## src/rtl/tt_um_ccjiaa_count_monitor.sv

```systemverilog
// Receive-side checker for an 8-bit load/increment counter bus.
// Predicts the next count value (increment, or load when load_val is nonzero) and
// locks after LOCK_CNT consecutive correct samples. Once locked, every deviation
// raises err_pulse and bumps a saturating error counter.
// Optional build macro CCJIAA_MON_STICKY_EN: FAULT is held until clr_err is asserted.
module tt_um_ccjiaa_count_monitor #(
  parameter int unsigned WIDTH    = 8,
  parameter int unsigned LOCK_CNT = 4,
  parameter int unsigned ERR_W    = 8
) (
  input  logic             clk,
  input  logic             rst_n,
  input  logic             enable,
  input  logic [WIDTH-1:0] count_in,
  input  logic [WIDTH-1:0] load_val,
  input  logic             clr_err,
  output logic             locked,
  output logic             err_pulse,
  output logic             wrap_pulse,
  output logic [ERR_W-1:0] err_count,
  output logic [WIDTH-1:0] last_good
);

  // Match counter needs at least one bit even when LOCK_CNT == 1.
  localparam int unsigned MW = (LOCK_CNT > 1) ? $clog2(LOCK_CNT) : 1;
  localparam logic [MW-1:0] LastMatch = MW'(LOCK_CNT - 1);

  typedef enum logic [1:0] {StIdle, StAcquire, StLocked, StFault} state_e;

  state_e           state_q, state_d;
  logic [WIDTH-1:0] exp_q, exp_d;
  logic             exp_vld_q, exp_vld_d;
  logic [MW-1:0]    match_cnt_q, match_cnt_d;
  logic             err_pulse_q, err_pulse_d;
  logic             wrap_pulse_q, wrap_pulse_d;
  logic [ERR_W-1:0] err_count_q, err_count_d;
  logic [WIDTH-1:0] last_good_q, last_good_d;
  logic             err_inc;
  logic             match;

  assign match = exp_vld_q && (count_in == exp_q);

  // Next-state, prediction and pulse generation.
  always_comb begin
    state_d      = state_q;
    exp_d        = exp_q;
    exp_vld_d    = exp_vld_q;
    match_cnt_d  = match_cnt_q;
    err_pulse_d  = 1'b0;
    wrap_pulse_d = 1'b0;
    last_good_d  = last_good_q;
    err_inc      = 1'b0;

    if (!enable) begin
      state_d     = StIdle;
      exp_vld_d   = 1'b0;
      match_cnt_d = '0;
    end else begin
      // A zero load value cannot be told apart from "no load".
      exp_d     = (load_val != '0) ? load_val : count_in + WIDTH'(1);
      exp_vld_d = 1'b1;
      unique case (state_q)
        StIdle: begin
          state_d     = StAcquire;
          match_cnt_d = '0;
        end
        StAcquire: begin
          if (match) begin
            if (match_cnt_q == LastMatch) begin
              state_d     = StLocked;
              match_cnt_d = '0;
            end else begin
              match_cnt_d = match_cnt_q + MW'(1);
            end
          end else begin
            match_cnt_d = '0;
          end
        end
        StLocked: begin
          if (match) begin
            last_good_d  = count_in;
            wrap_pulse_d = (count_in == '0);
          end else begin
            state_d     = StFault;
            err_pulse_d = 1'b1;
            err_inc     = 1'b1;
          end
        end
        StFault: begin
`ifdef CCJIAA_MON_STICKY_EN
          if (clr_err) begin
            state_d     = StAcquire;
            match_cnt_d = '0;
          end
`else
          state_d     = StAcquire;
          match_cnt_d = '0;
`endif
        end
        default: state_d = StIdle;
      endcase
    end

    // Clear wins over a same-cycle increment; increment saturates at all-ones.
    if (clr_err) begin
      err_count_d = '0;
    end else if (err_inc && (err_count_q != '1)) begin
      err_count_d = err_count_q + ERR_W'(1);
    end else begin
      err_count_d = err_count_q;
    end
  end

  // State and output registers.
  always_ff @(posedge clk or negedge rst_n) begin
    if (!rst_n) begin
      state_q      <= StIdle;
      exp_q        <= '0;
      exp_vld_q    <= 1'b0;
      match_cnt_q  <= '0;
      err_pulse_q  <= 1'b0;
      wrap_pulse_q <= 1'b0;
      err_count_q  <= '0;
      last_good_q  <= '0;
    end else begin
      state_q      <= state_d;
      exp_q        <= exp_d;
      exp_vld_q    <= exp_vld_d;
      match_cnt_q  <= match_cnt_d;
      err_pulse_q  <= err_pulse_d;
      wrap_pulse_q <= wrap_pulse_d;
      err_count_q  <= err_count_d;
      last_good_q  <= last_good_d;
    end
  end

  assign locked     = (state_q == StLocked);
  assign err_pulse  = err_pulse_q;
  assign wrap_pulse = wrap_pulse_q;
  assign err_count  = err_count_q;
  assign last_good  = last_good_q;

endmodule

```

## config.mk

```make
export PLATFORM = sky130hd
export DESIGN_NAME = tt_um_ccjiaa_count_monitor
export DESIGN_NICKNAME = d
export VERILOG_FILES = /design/src/rtl/tt_um_ccjiaa_count_monitor.sv
export SDC_FILE = /design/constraint.sdc
export NUM_CORES = 1
export LEC_CHECK = 0
export CELL_PAD_IN_SITES_DETAIL_PLACEMENT = 1
export CELL_PAD_IN_SITES_GLOBAL_PLACEMENT = 1
export CORE_UTILIZATION = 41
export CTS_CLUSTER_DIAMETER = 40
export DETAILED_ROUTE_END_ITERATION = 6
export GPL_ROUTABILITY_DRIVEN = 0
export PLACE_DENSITY_LB_ADDON = 0.1
export SKIP_CTS_REPAIR_TIMING = 1
export SYNTH_ARGS = -nofsm -noshare
export SYNTH_HDL_FRONTEND = slang
export SYNTH_SLANG_ARGS = --single-unit
```

## constraint.sdc

```tcl
create_clock -name clk -period 4.3 [get_ports clk]
set_input_delay 0.86 -clock clk [delete_from_list [all_inputs] [get_ports clk]]
set_output_delay 0.86 -clock clk [all_outputs]
set_load 0.005 [all_outputs]
```

==> results.yml <==
worst_setup_path:
  crit_fanout: 13
  critPathKind: "primary input to flip-flop"
  r2r_setup_slack_ps: 2060
  path_cells: "clkdlybuf4s50_1 > xnor2_2 > nand4_2 > o31ai_2 > nor4_2 > mux2_4"
  reg2reg_to: "err_count[5]"
  cp.buffers_inverters: 1
  endpoint_kind: "flip-flop"
  critical-path-top-delay-family: "compound AO/OA/AOI/OAI gates"
  rr_startpoint: "err_count[0]"
  cp-start-kind: "primary input"
  cpPeakStageDelay_ps: 730
  critPathLaunch: "count_in[3]"
  arrival_ps: 3130
  cpMaxStageDelayCell: "o31ai_2"
  r2r_cells: 5
  worstPathRequired_ps: 4470
min_path:
  hold_class: "flip-flop to flip-flop"
  hold_depth: 1
  hold_end: "last_good[6]"
  hold_start: "last_good[6]"
timing:
  worst_clock_skew_ps: 5.32
  rsz0062_at_grt: "false"
  maxSlewHeadroom_pct: 31.0
  timing.final.crit_share_pct: 68.9
  final-setup-viol-count: 0
  tns_ps: 0
  fin_crit_ps: 2960
  fmax_ghz: 0.337
  worst_slew_pin_slew_ps: 1030
  slew_viol_final: 0
  hold_viol: 0
final_layout:
  register_area_um2: 776
  multi_input_area_um2: 870
  nets: 236
  fill_cells: 458
  layout_commonest_cell: "clkdlybuf4s50_1"
  drive_gt1_share_pct: 10.0
  n_antenna_cell: 0
  final_cell_mix: "clkdlybuf4s50_1, dfrtp_1, a21oi_1"
  layout-area-overhead-vs-synth_pct: 27.8
clock_network:
  root_buffer: "clkbuf_8"
  cts_sinks: 31
  cts_max_level: 2
  clk_latency_ps: 280
  cts_buffer_depth: 2
  path_clk_slew_ps: 60
  cts_tree: "done"
  numCtsBuffers: 5
detailed_routing:
  drtPass1Iterations: 4
  drc: 0
  via_count: 1428
  met1_length_um: 1740
  met2_length_um: 2290
  dr.max_layer_used: "met4"
  wire_per_inst_um: 16.6
  route.met3.wl_um: 144
  ant_nets: 0
  drt_iter0_drc: 43
  viasPerCell: 5.51
  routed_wl_um: 4300
place:
  dpl.hpwl_um: 3240
  numPortBuffers: 38
yosys:
  synth.top_cell.area_share_pct: 44.9
  synth_top_cell_by_area: "dfrtp_1"
  synth-xor-area-share_pct: 7.54
  synth_edf_count: 0
  postSynthCellCount: 171
  ys_seq_elements: 31
  syn_avg_cell_area_um2: 10.1
  synthAdderAreaFrac_pct: 4.35
  ys.flop_type: "dfrtp_1"
  synth-seq-area-share_pct: 44.9
  ys.warnings.count: 0
  synth_compound_area_share_pct: 11.8
  syn_area_um2: 1730
  async_reset_ff_share_pct: 100
  synth_nets: 197
  synth_cell_types: 37
  synth-simple-area-share_pct: 19.4
  synth_mux_area_share_pct: 7.25
  synth_top_family_by_area: "simple AND/OR/NAND/NOR gates"
  netlist_top_cells_area: "dfrtp_1, a21oi_1, mux2_2"
global_route:
  grt_pass1_wl_um: 6960
  first_global_vias: 1499
  antenna_found_initial: 0
  grt_overflow: 0
  track_usage_pct: 21.7
  grt_max_degree: 32
floorplan:
  start_util_pct: 42.9
  core_area_um2: 4030
  die-area_um2: 4470
  ioPinCount: 39
  die_w_um: 66.9
  row_count: 23
  die_h_um: 66.9
power_and_ir_drop:
  p_per_area_nw_per_um2: 285
  ir_drop_mv: 0.160
  finalPower_mw: 0.629
  leakage_nw: 0.906
outcome:
  status: "completed"
run:
  drv_cap: 0
## layer usage
layer	global-route usage (%)	vias up
li1	-	675
met1	22.5	715
met2	40.3	27
met3	5.65	11
met4	9.84	0
met5	0	-
## where the power goes
part	leakage (nW)	internal (mW)	switching [mW]	total [mW]
clock	0.0371	0.108	0.0993	0.207
combinational	0.464	0.0515	0.0555	0.107
sequential	0.405	0.304	0.0110	0.315
## metrics by stage
| stage | setup slack, ps | cell area (µm²) | utilization [%] | instances | hold slack (ps) |
|---|---|---|---|---|---|
| 2_1_floorplan | 2020 | 1730 | - | 171 | 505 |
| 3_3_place_gp | 1170 | 2130 | 53.0 | 253 | 491 |
| 3_5_place_dp | 1070 | 2130 | 53.0 | 253 | 501 |
| 4_1_cts | 1370 | 2210 | 54.8 | 259 | 515 |
| 5_1_grt | 1110 | 2210 | 54.8 | 259 | 520 |
| 6_report | 1340 | 2210 | 54.8 | 259 | 512 |
## state kept, by name (all words and copies together) (netlist names)
register / cells
exp_q: 8
exp_vld_q: 1
wrap_pulse: 1
err_count: 8
state_q: 2
last_good: 8
match_cnt_q: 2
err_pulse: 1
## layout make-up
type / instances / share of cell area [%]
multi-input cells: 124 / 39.4
clock buffers: 6 / 3.29
repair buffers: 40 / 17.9
inverters: 8 / 1.36
well taps: 50 / 2.84
flip-flops and latches: 31 / 35.2
## Yosys cell counts, drive strengths merged (2+ instances only)
cell type / count
xnor2: 11
nor2: 15
nand2b: 5
a21oi: 26
xor2: 3
nand3: 10
mux2i: 2
or3: 3
nor4: 2
nand4: 2
dfrtp: 31
inv: 8
mux2: 9
buf: 7
nand2: 6
nor4b: 2
o31ai: 5
and3: 2
or4: 5
ha: 6
nor3: 3
## worst max-delay path by stage
stage,endpoint,slack [ps],depth (start not counted)
2_1_floorplan,last_good[0],2020,5
3_3_place_gp,err_count[5],1170,6
3_5_place_dp,err_count[6],1070,7
4_1_cts,err_count[6],1370,7
5_1_grt,err_count[6],1110,7
6_report,err_count[5],1340,6
## cell families (layout without fill, tap and decap cells)
group | count (synthesis) | after routing
and+or+nand+nor | 58 | 58
AOI/OAI and AO/OA | 35 | 35
muxes | 11 | 11
xor gates and xnor gates | 14 | 14
DFF | 31 | 31
adders and majority gates | 6 | 6
buffers and inverters | 16 | 54
No activity file was read; power rests on OpenSTA's default activity.
